File: src/rtl/mux_scan_pkg.sv
// Shared types, constants and sizing helper for the mux scan sequencer.
package mux_scan_pkg;

   typedef enum logic [1:0] {
      IDLE   = 2'd0,
      SETTLE = 2'd1,
      SAMPLE = 2'd2
   } scan_state_t;

   localparam int NUM_CH_DEF = 8;
   localparam int SEL_W_DEF  = 3;
   localparam int SETTLE_W   = 4;

   // Smallest select width that can address num_ch channels (num_ch >= 2).
   function automatic int sel_width(input int num_ch);
      int w;
      w = 1;
      while ((1 << w) < num_ch) begin
         w = w + 1;
      end
      return w;
   endfunction

endpackage

File: src/rtl/mux_scan_sequencer_if.sv
// Valid/ready result stream from the scan sequencer to its consumer.
interface mux_scan_sequencer_if
   import mux_scan_pkg::*;
#(
   parameter int NUM_CH = NUM_CH_DEF
);

   logic [NUM_CH-1:0] data_out;
   logic              data_valid;
   logic              data_ready;

   modport master (
      output data_out,
      output data_valid,
      input  data_ready
   );

   modport slave (
      input  data_out,
      input  data_valid,
      output data_ready
   );

endinterface

File: src/rtl/settle_timer.sv
// Loadable down-counter; expire flags the last settle cycle of a channel.
module settle_timer
   import mux_scan_pkg::*;
#(
   parameter int W = SETTLE_W
) (
   input  logic         clk,
   input  logic         rst,
   input  logic         load,
   input  logic [W-1:0] load_val,
   input  logic         dec,
   output logic         expire
);

   logic [W-1:0] cnt_q;
   logic [W-1:0] cnt_d;

   always_comb begin
      cnt_d = cnt_q;
      if (load) begin
         cnt_d = load_val;
      end else if (dec && (cnt_q != {W{1'b0}})) begin
         cnt_d = cnt_q - W'(1);
      end else begin
         cnt_d = cnt_q;
      end
   end

   always_ff @(posedge clk or posedge rst) begin
      if (rst) begin
         cnt_q <= {W{1'b0}};
      end else begin
         cnt_q <= cnt_d;
      end
   end

   assign expire = (cnt_q == W'(1));

endmodule

File: src/rtl/mux_scan_sequencer.sv
// Walks the mux select over every channel, samples each after a settle delay
// and publishes the assembled word on a valid/ready stream.
module mux_scan_sequencer
   import mux_scan_pkg::*;
#(
   parameter int NUM_CH        = NUM_CH_DEF,
   parameter int SEL_W         = sel_width(NUM_CH),
   parameter int SETTLE_CYCLES = 1,
   parameter int CNT_W         = 8
) (
   input  logic                  clk,
   input  logic                  rst,
   input  logic                  start,
   input  logic                  abort,
   output logic [SEL_W-1:0]      sel,
   input  logic                  mux_in,
   output logic                  busy,
   output logic [CNT_W-1:0]      scan_count,
   mux_scan_sequencer_if.master  dout
);

   localparam logic [SEL_W-1:0]    LAST_SEL    = SEL_W'(NUM_CH - 1);
   localparam logic [SETTLE_W-1:0] SETTLE_VAL  = SETTLE_W'(SETTLE_CYCLES);
   localparam scan_state_t         FIRST_STATE = (SETTLE_CYCLES > 0) ? SETTLE : SAMPLE;

   scan_state_t        state_q, state_d;
   logic [SEL_W-1:0]   sel_q, sel_d;
   logic               busy_q, busy_d;
   logic [NUM_CH-1:0]  capture_q, capture_d;
   logic [NUM_CH-1:0]  data_q, data_d;
   logic               valid_q, valid_d;
   logic [CNT_W-1:0]   count_q, count_d;
   logic               tmr_load;
   logic               tmr_dec;
   logic               tmr_expire;

   // With zero settle cycles the FSM never enters SETTLE, so expire is ignored.
   settle_timer #(.W(SETTLE_W)) u_settle_timer (
      .clk      (clk),
      .rst      (rst),
      .load     (tmr_load),
      .load_val (SETTLE_VAL),
      .dec      (tmr_dec),
      .expire   (tmr_expire)
   );

   always_comb begin
      state_d   = state_q;
      sel_d     = sel_q;
      busy_d    = busy_q;
      capture_d = capture_q;
      data_d    = data_q;
      valid_d   = valid_q;
      count_d   = count_q;
      tmr_load  = 1'b0;
      tmr_dec   = 1'b0;

      // Transfer clears valid first; a completion can only occur while valid is low.
      if (valid_q && dout.data_ready) begin
         valid_d = 1'b0;
      end else begin
         valid_d = valid_q;
      end

      if (abort && (state_q != IDLE)) begin
         state_d   = IDLE;
         sel_d     = {SEL_W{1'b0}};
         busy_d    = 1'b0;
         capture_d = {NUM_CH{1'b0}};
      end else begin
         case (state_q)
            IDLE: begin
               if (start && !abort && (!valid_q || dout.data_ready)) begin
                  sel_d     = {SEL_W{1'b0}};
                  capture_d = {NUM_CH{1'b0}};
                  busy_d    = 1'b1;
                  tmr_load  = 1'b1;
                  state_d   = FIRST_STATE;
               end else begin
                  sel_d  = {SEL_W{1'b0}};
                  busy_d = 1'b0;
               end
            end
            SETTLE: begin
               tmr_dec = 1'b1;
               if (tmr_expire) begin
                  state_d = SAMPLE;
               end else begin
                  state_d = SETTLE;
               end
            end
            SAMPLE: begin
               capture_d[sel_q] = mux_in;
               if (sel_q == LAST_SEL) begin
                  data_d  = capture_d;
                  valid_d = 1'b1;
                  count_d = count_q + CNT_W'(1);
                  busy_d  = 1'b0;
                  sel_d   = {SEL_W{1'b0}};
                  state_d = IDLE;
               end else begin
                  sel_d    = sel_q + SEL_W'(1);
                  tmr_load = 1'b1;
                  state_d  = FIRST_STATE;
               end
            end
            default: begin
               state_d = IDLE;
               sel_d   = {SEL_W{1'b0}};
               busy_d  = 1'b0;
            end
         endcase
      end
   end

   always_ff @(posedge clk or posedge rst) begin
      if (rst) begin
         state_q   <= IDLE;
         sel_q     <= {SEL_W{1'b0}};
         busy_q    <= 1'b0;
         capture_q <= {NUM_CH{1'b0}};
         data_q    <= {NUM_CH{1'b0}};
         valid_q   <= 1'b0;
         count_q   <= {CNT_W{1'b0}};
      end else begin
         state_q   <= state_d;
         sel_q     <= sel_d;
         busy_q    <= busy_d;
         capture_q <= capture_d;
         data_q    <= data_d;
         valid_q   <= valid_d;
         count_q   <= count_d;
      end
   end

   assign sel             = sel_q;
   assign busy            = busy_q;
   assign scan_count      = count_q;
   assign dout.data_out   = data_q;
   assign dout.data_valid = valid_q;

endmodule

File: src/flat_wrapper.sv
// flat-port wrapper written by rule: the top's interface ports become plain ports
module mux_scan_sequencer_flat import mux_scan_pkg::*;
#(
   parameter int NUM_CH        = NUM_CH_DEF,
   parameter int SEL_W         = sel_width(NUM_CH),
   parameter int SETTLE_CYCLES = 1,
   parameter int CNT_W         = 8
)
  (clk, rst, start, abort, sel, mux_in, busy, scan_count, dout_data_out, dout_data_valid, dout_data_ready);
  mux_scan_sequencer_if #(.NUM_CH(NUM_CH)) dout_i ();
  input  logic clk;
  input  logic rst;
  input  logic start;
  input  logic abort;
  output logic [SEL_W-1:0] sel;
  input  logic mux_in;
  output logic busy;
  output logic [CNT_W-1:0] scan_count;
  output wire logic [$bits(dout_i.data_out)-1:0] dout_data_out;
  output wire logic [$bits(dout_i.data_valid)-1:0] dout_data_valid;
  input wire logic [$bits(dout_i.data_ready)-1:0] dout_data_ready;
  assign dout_data_out = dout_i.data_out;
  assign dout_data_valid = dout_i.data_valid;
  assign dout_i.data_ready = dout_data_ready;
  mux_scan_sequencer #(.NUM_CH(NUM_CH), .SEL_W(SEL_W), .SETTLE_CYCLES(SETTLE_CYCLES), .CNT_W(CNT_W)) u_core (.clk(clk), .rst(rst), .start(start), .abort(abort), .sel(sel), .mux_in(mux_in), .busy(busy), .scan_count(scan_count), .dout(dout_i));
endmodule
File: config.mk
export PLATFORM = sky130hd
export DESIGN_NAME = mux_scan_sequencer_flat
export DESIGN_NICKNAME = d
export VERILOG_FILES = /design/src/rtl/mux_scan_pkg.sv /design/src/rtl/mux_scan_sequencer_if.sv /design/src/rtl/settle_timer.sv /design/src/rtl/mux_scan_sequencer.sv /design/src/flat_wrapper.sv
export SDC_FILE = /design/constraint.sdc
export NUM_CORES = 1
export LEC_CHECK = 0
export CAP_MARGIN = 30
export CORE_MARGIN = 2
export CORE_UTILIZATION = 45
export DETAILED_ROUTE_END_ITERATION = 16
export HOLD_SLACK_MARGIN = 0.12
export PLACE_DENSITY = 0.65
export SLEW_MARGIN = 25
export SYNTH_ARGS = -nofsm -noshare
export SYNTH_HDL_FRONTEND = slang
export SYNTH_SLANG_ARGS = --single-unit
File: constraint.sdc
create_clock -name clk -period 1.9 [get_ports clk]
set_clock_uncertainty 0.05 [all_clocks]
set_input_delay 0.19 -clock clk [delete_from_list [all_inputs] [get_ports clk]]
set_output_delay 0.19 -clock clk [all_outputs]
set_load 0.02 [all_outputs]
==> flow_summary.yaml <==
global_route:
  antenna_found_initial: 0
  use_met3_pct: 6.67
  met2_usage_pct: 33.0
  grt_pass1_wl_microns: 6790
  grt_max_degree: 36
  grt_pass1_vias: 1511
  grt_use_total_pct: 20.4
  grt-busiest-layer: "met2"
  use_met1_pct: 25.3
  grt_overflow: 0
drt:
  drcViolationCount: 0
  dr_total_vias: 1491
  vias_per_cell: 5.58
  antenna_left: 0
  drtIter0Drc: 107
  drtPass1Iterations: 4
  wl_per_cell_microns: 14.9
  wirelength_microns: 3970
pwr:
  cellLeakagePower_nw: 1.01
  pwr_density_cell_nw_per_um2: 870
  ir_drop_mv: 0.600
  p_total_mw: 2.00
worst_setup_path:
  reg2reg_to: "u_core.u_settle_timer.cnt_q[0]"
  start_kind: "flip-flop"
  cp_data_arrival_time_ns: 1.44
  crit_fanout: 11
  crit_slowest_cell: "clkdlybuf4s50_1"
  path_buf_inv: 2
  r2r.worst_path.cells: 5
  required_ns: 1.66
  max_stage_delay_ns: 0.62
  worstReg2RegStart: "u_core.u_settle_timer.cnt_q[0]"
  crit_path_end_kind: "primary output"
  cp_top_family: "buffers and inverters"
  path_class: "flip-flop to primary output"
  crit_chain: "buf_4 -> clkdlybuf4s50_1"
  r2r_slack_ns: 0.28
placement:
  dpl.cell_count: 259
  io_buffers: 26
  gp_congestion: 0.824
  hpwl_microns: 2780
  placed_area_sq_um: 2190
logic_synthesis:
  synth_area_leaders: "dfrtp_1 (48%), nand2_1 (4.9%), mux2i_1 (4.4%), ha_1 (4.1%), o311ai_0 (3.8%)"
  avgSynthCellArea_sq_um: 9.98
  synth_edf_count: 0
  synth_cell_types: 37
  syn_area_sq_um: 1830
  ys_seq_area_share_pct: 47.9
  yosysWarnings: 0
  yosysTopAreaCell: "dfrtp_1"
  async_reset_ff_share_pct: 100
  syn_nets: 195
  ys.flop_type: "dfrtp_1"
  ys_seq_elements: 35
  synth_cells: 183
  synth_top_area_share_pct: 47.9
cells_and_area:
  final_cells: 267
  finalNetCount: 228
  syn_to_final_growth_pct: 25.8
  drive_above_1_share_pct: 11.5
  fillerInstances: 322
  fin_area_sq_um: 2300
  antennaDiodeCount: 0
clock_tree:
  post_cts_buffers: 0
  cts_buffer_depth: 2
  htreeDepth: 2
  cts-root-buf: "clkbuf_8"
  cts-buffers-inserted: 5
  cts_tree: "done"
  insertion_delay_ns: 0.29
  post_cts_resize_count: 0
  clk_pin_slew_ns: 0.07
  cts.sinks: 35
  cts_hold_buf: 0
floorplanning:
  rows: 23
  die-area_sq_um: 4590
  ios: 27
  die_w_microns: 67.7
  fp.dieH_microns: 67.7
  coreArea_sq_um: 3940
  initial_utilization_pct: 46.3
timing:
  rsz0062_at_grt: "false"
  setup_tns_ns: 0
  min_period_ns: 1.68
  worstMarginPinSlew_ns: 0.463
  relSlewSlack_pct: 69.0
  slew_viol_final: 0
  fmax_ghz: 0.594
  fin_crit_sh_pct: 88.6
  hold_viol: 0
  finalSetupViolCount: 0
flow_run:
  drv_cap: 0
worst_hold_path:
  min-delay-path-class: "input pin to async pin"
run_status:
  outcome: "completed"
[cells by family (layout without fill, tap and decap cells)]
| kind of cell | count (synthesis) | count (layout) | share of synthesized area (%) |
|---|---|---|---|
| AND/OR/NAND/NOR | 69 | 69 | 20.3 |
| AO/OA/AOI/OAI | 39 | 39 | 15.5 |
| flip-flops | 35 | 35 | 47.9 |
| buffers and inverters | 19 | 53 | 4.38 |
| multiplexers | 8 | 8 | 4.38 |
| XOR/XNOR | 7 | 7 | 3.36 |
| adder cells (fa/ha/maj) | 6 | 6 | 4.11 |
[power by group]
group	leakage, nW	internal, mW	switching [mW]
logic	0.482	0.229	0.300
registers	0.482	0.810	0.0645
clock network	0.0505	0.329	0.266
total	1.01	1.37	0.631
[registers in the layout (all words and copies together), names as in the netlist]
name and cells:
u_core.dout.data_valid 1, u_core.sel 3, u_core.capture_q 8, u_core.dout.data_out 8
u_core.state_q 2, u_core.scan_count 8, u_core.busy 1, u_core.u_settle_timer.cnt_q 4
[metrics by stage]
step,hold WS (ns),setup WS [ns],util (%)
global route,0.327,0.148,58.3
global placement,0.412,0.0988,55.6
detailed placement,0.422,0.0223,55.6
CTS,0.257,0.191,58.3
floorplan,0.294,0.204,-
finish,0.247,0.217,58.3
[cells in the final DEF (no fill, tap or decap), types with 6 or more instances in the layout]
| master | netlist | final |
|---|---|---|
| dfrtp_1 | 35 | 35 |
| ha_1 | 6 | 6 |
| o311ai_0 | 8 | 8 |
| nor2b_1 | 6 | 6 |
| o211ai_1 | 8 | 8 |
| clkbuf_8 | 0 | 7 |
| mux2i_1 | 8 | 8 |
| o21ai_0 | 10 | 10 |
| buf_4 | 0 | 14 |
| nor2_1 | 8 | 8 |
| clkdlybuf4s50_1 | 0 | 26 |
| nand2_1 | 24 | 24 |
[worst max path at each step]
| stage | start | to | slack [ns] | cells after the start |
|---|---|---|---|---|
| 4_1_cts | u_core.sel[1] | sel[1] | 0.19 | 2 |
| 3_5_place_dp | abort | u_core.u_settle_timer.cnt_q[1] | 0.02 | 5 |
| 2_1_floorplan | u_core.sel[0] | u_core.scan_count[7] | 0.20 | 6 |
| 3_3_place_gp | abort | u_core.u_settle_timer.cnt_q[1] | 0.1 | 5 |
| 6_report | u_core.sel[0] | sel[0] | 0.22 | 2 |
| 5_1_grt | u_core.sel[1] | u_core.dout.data_out[3] | 0.15 | 5 |
[routing by layer]
metal / vias to the layer above / part of all wire (%) / routed length [microns]
li1: 724 / - / -
met1: 730 / 46 / 1840
met2: 30 / 48 / 1900
met3: 7 / 4.1 / 163
met4: 0 / 1.7 / 66
met5: - / 0 / 0
[worst reg2reg max path: stages (launching register included)]
cell and delay (ns):
dfrtp_1 0.44, inv_1 0.11, ha_1 0.19, nor3b_1 0.36, nor3_1 0.09, a211o_1 0.27
[synthesized netlist by cell type (all sizes together), types with 6 or more instances]
master and count:
dfrtp 35, nand2 24, clkbuf 11, o21ai 10, mux2i 8, nor2 8
o211ai 8, o311ai 8, ha 6, nor2b 6
[final cells by class]
type                       count  area [sq um]  area share [%]
inverter                       5          18.8           0.817
tap                           50          62.6            2.72
clock inverter                 1          7.51           0.327
sequential                    35           876            38.1
multi-input combinational    129           871            37.9
timing repair buffer          40           365            15.9
clock buffer                   7          96.3            4.19
No activity file was read; power rests on OpenSTA's default activity.
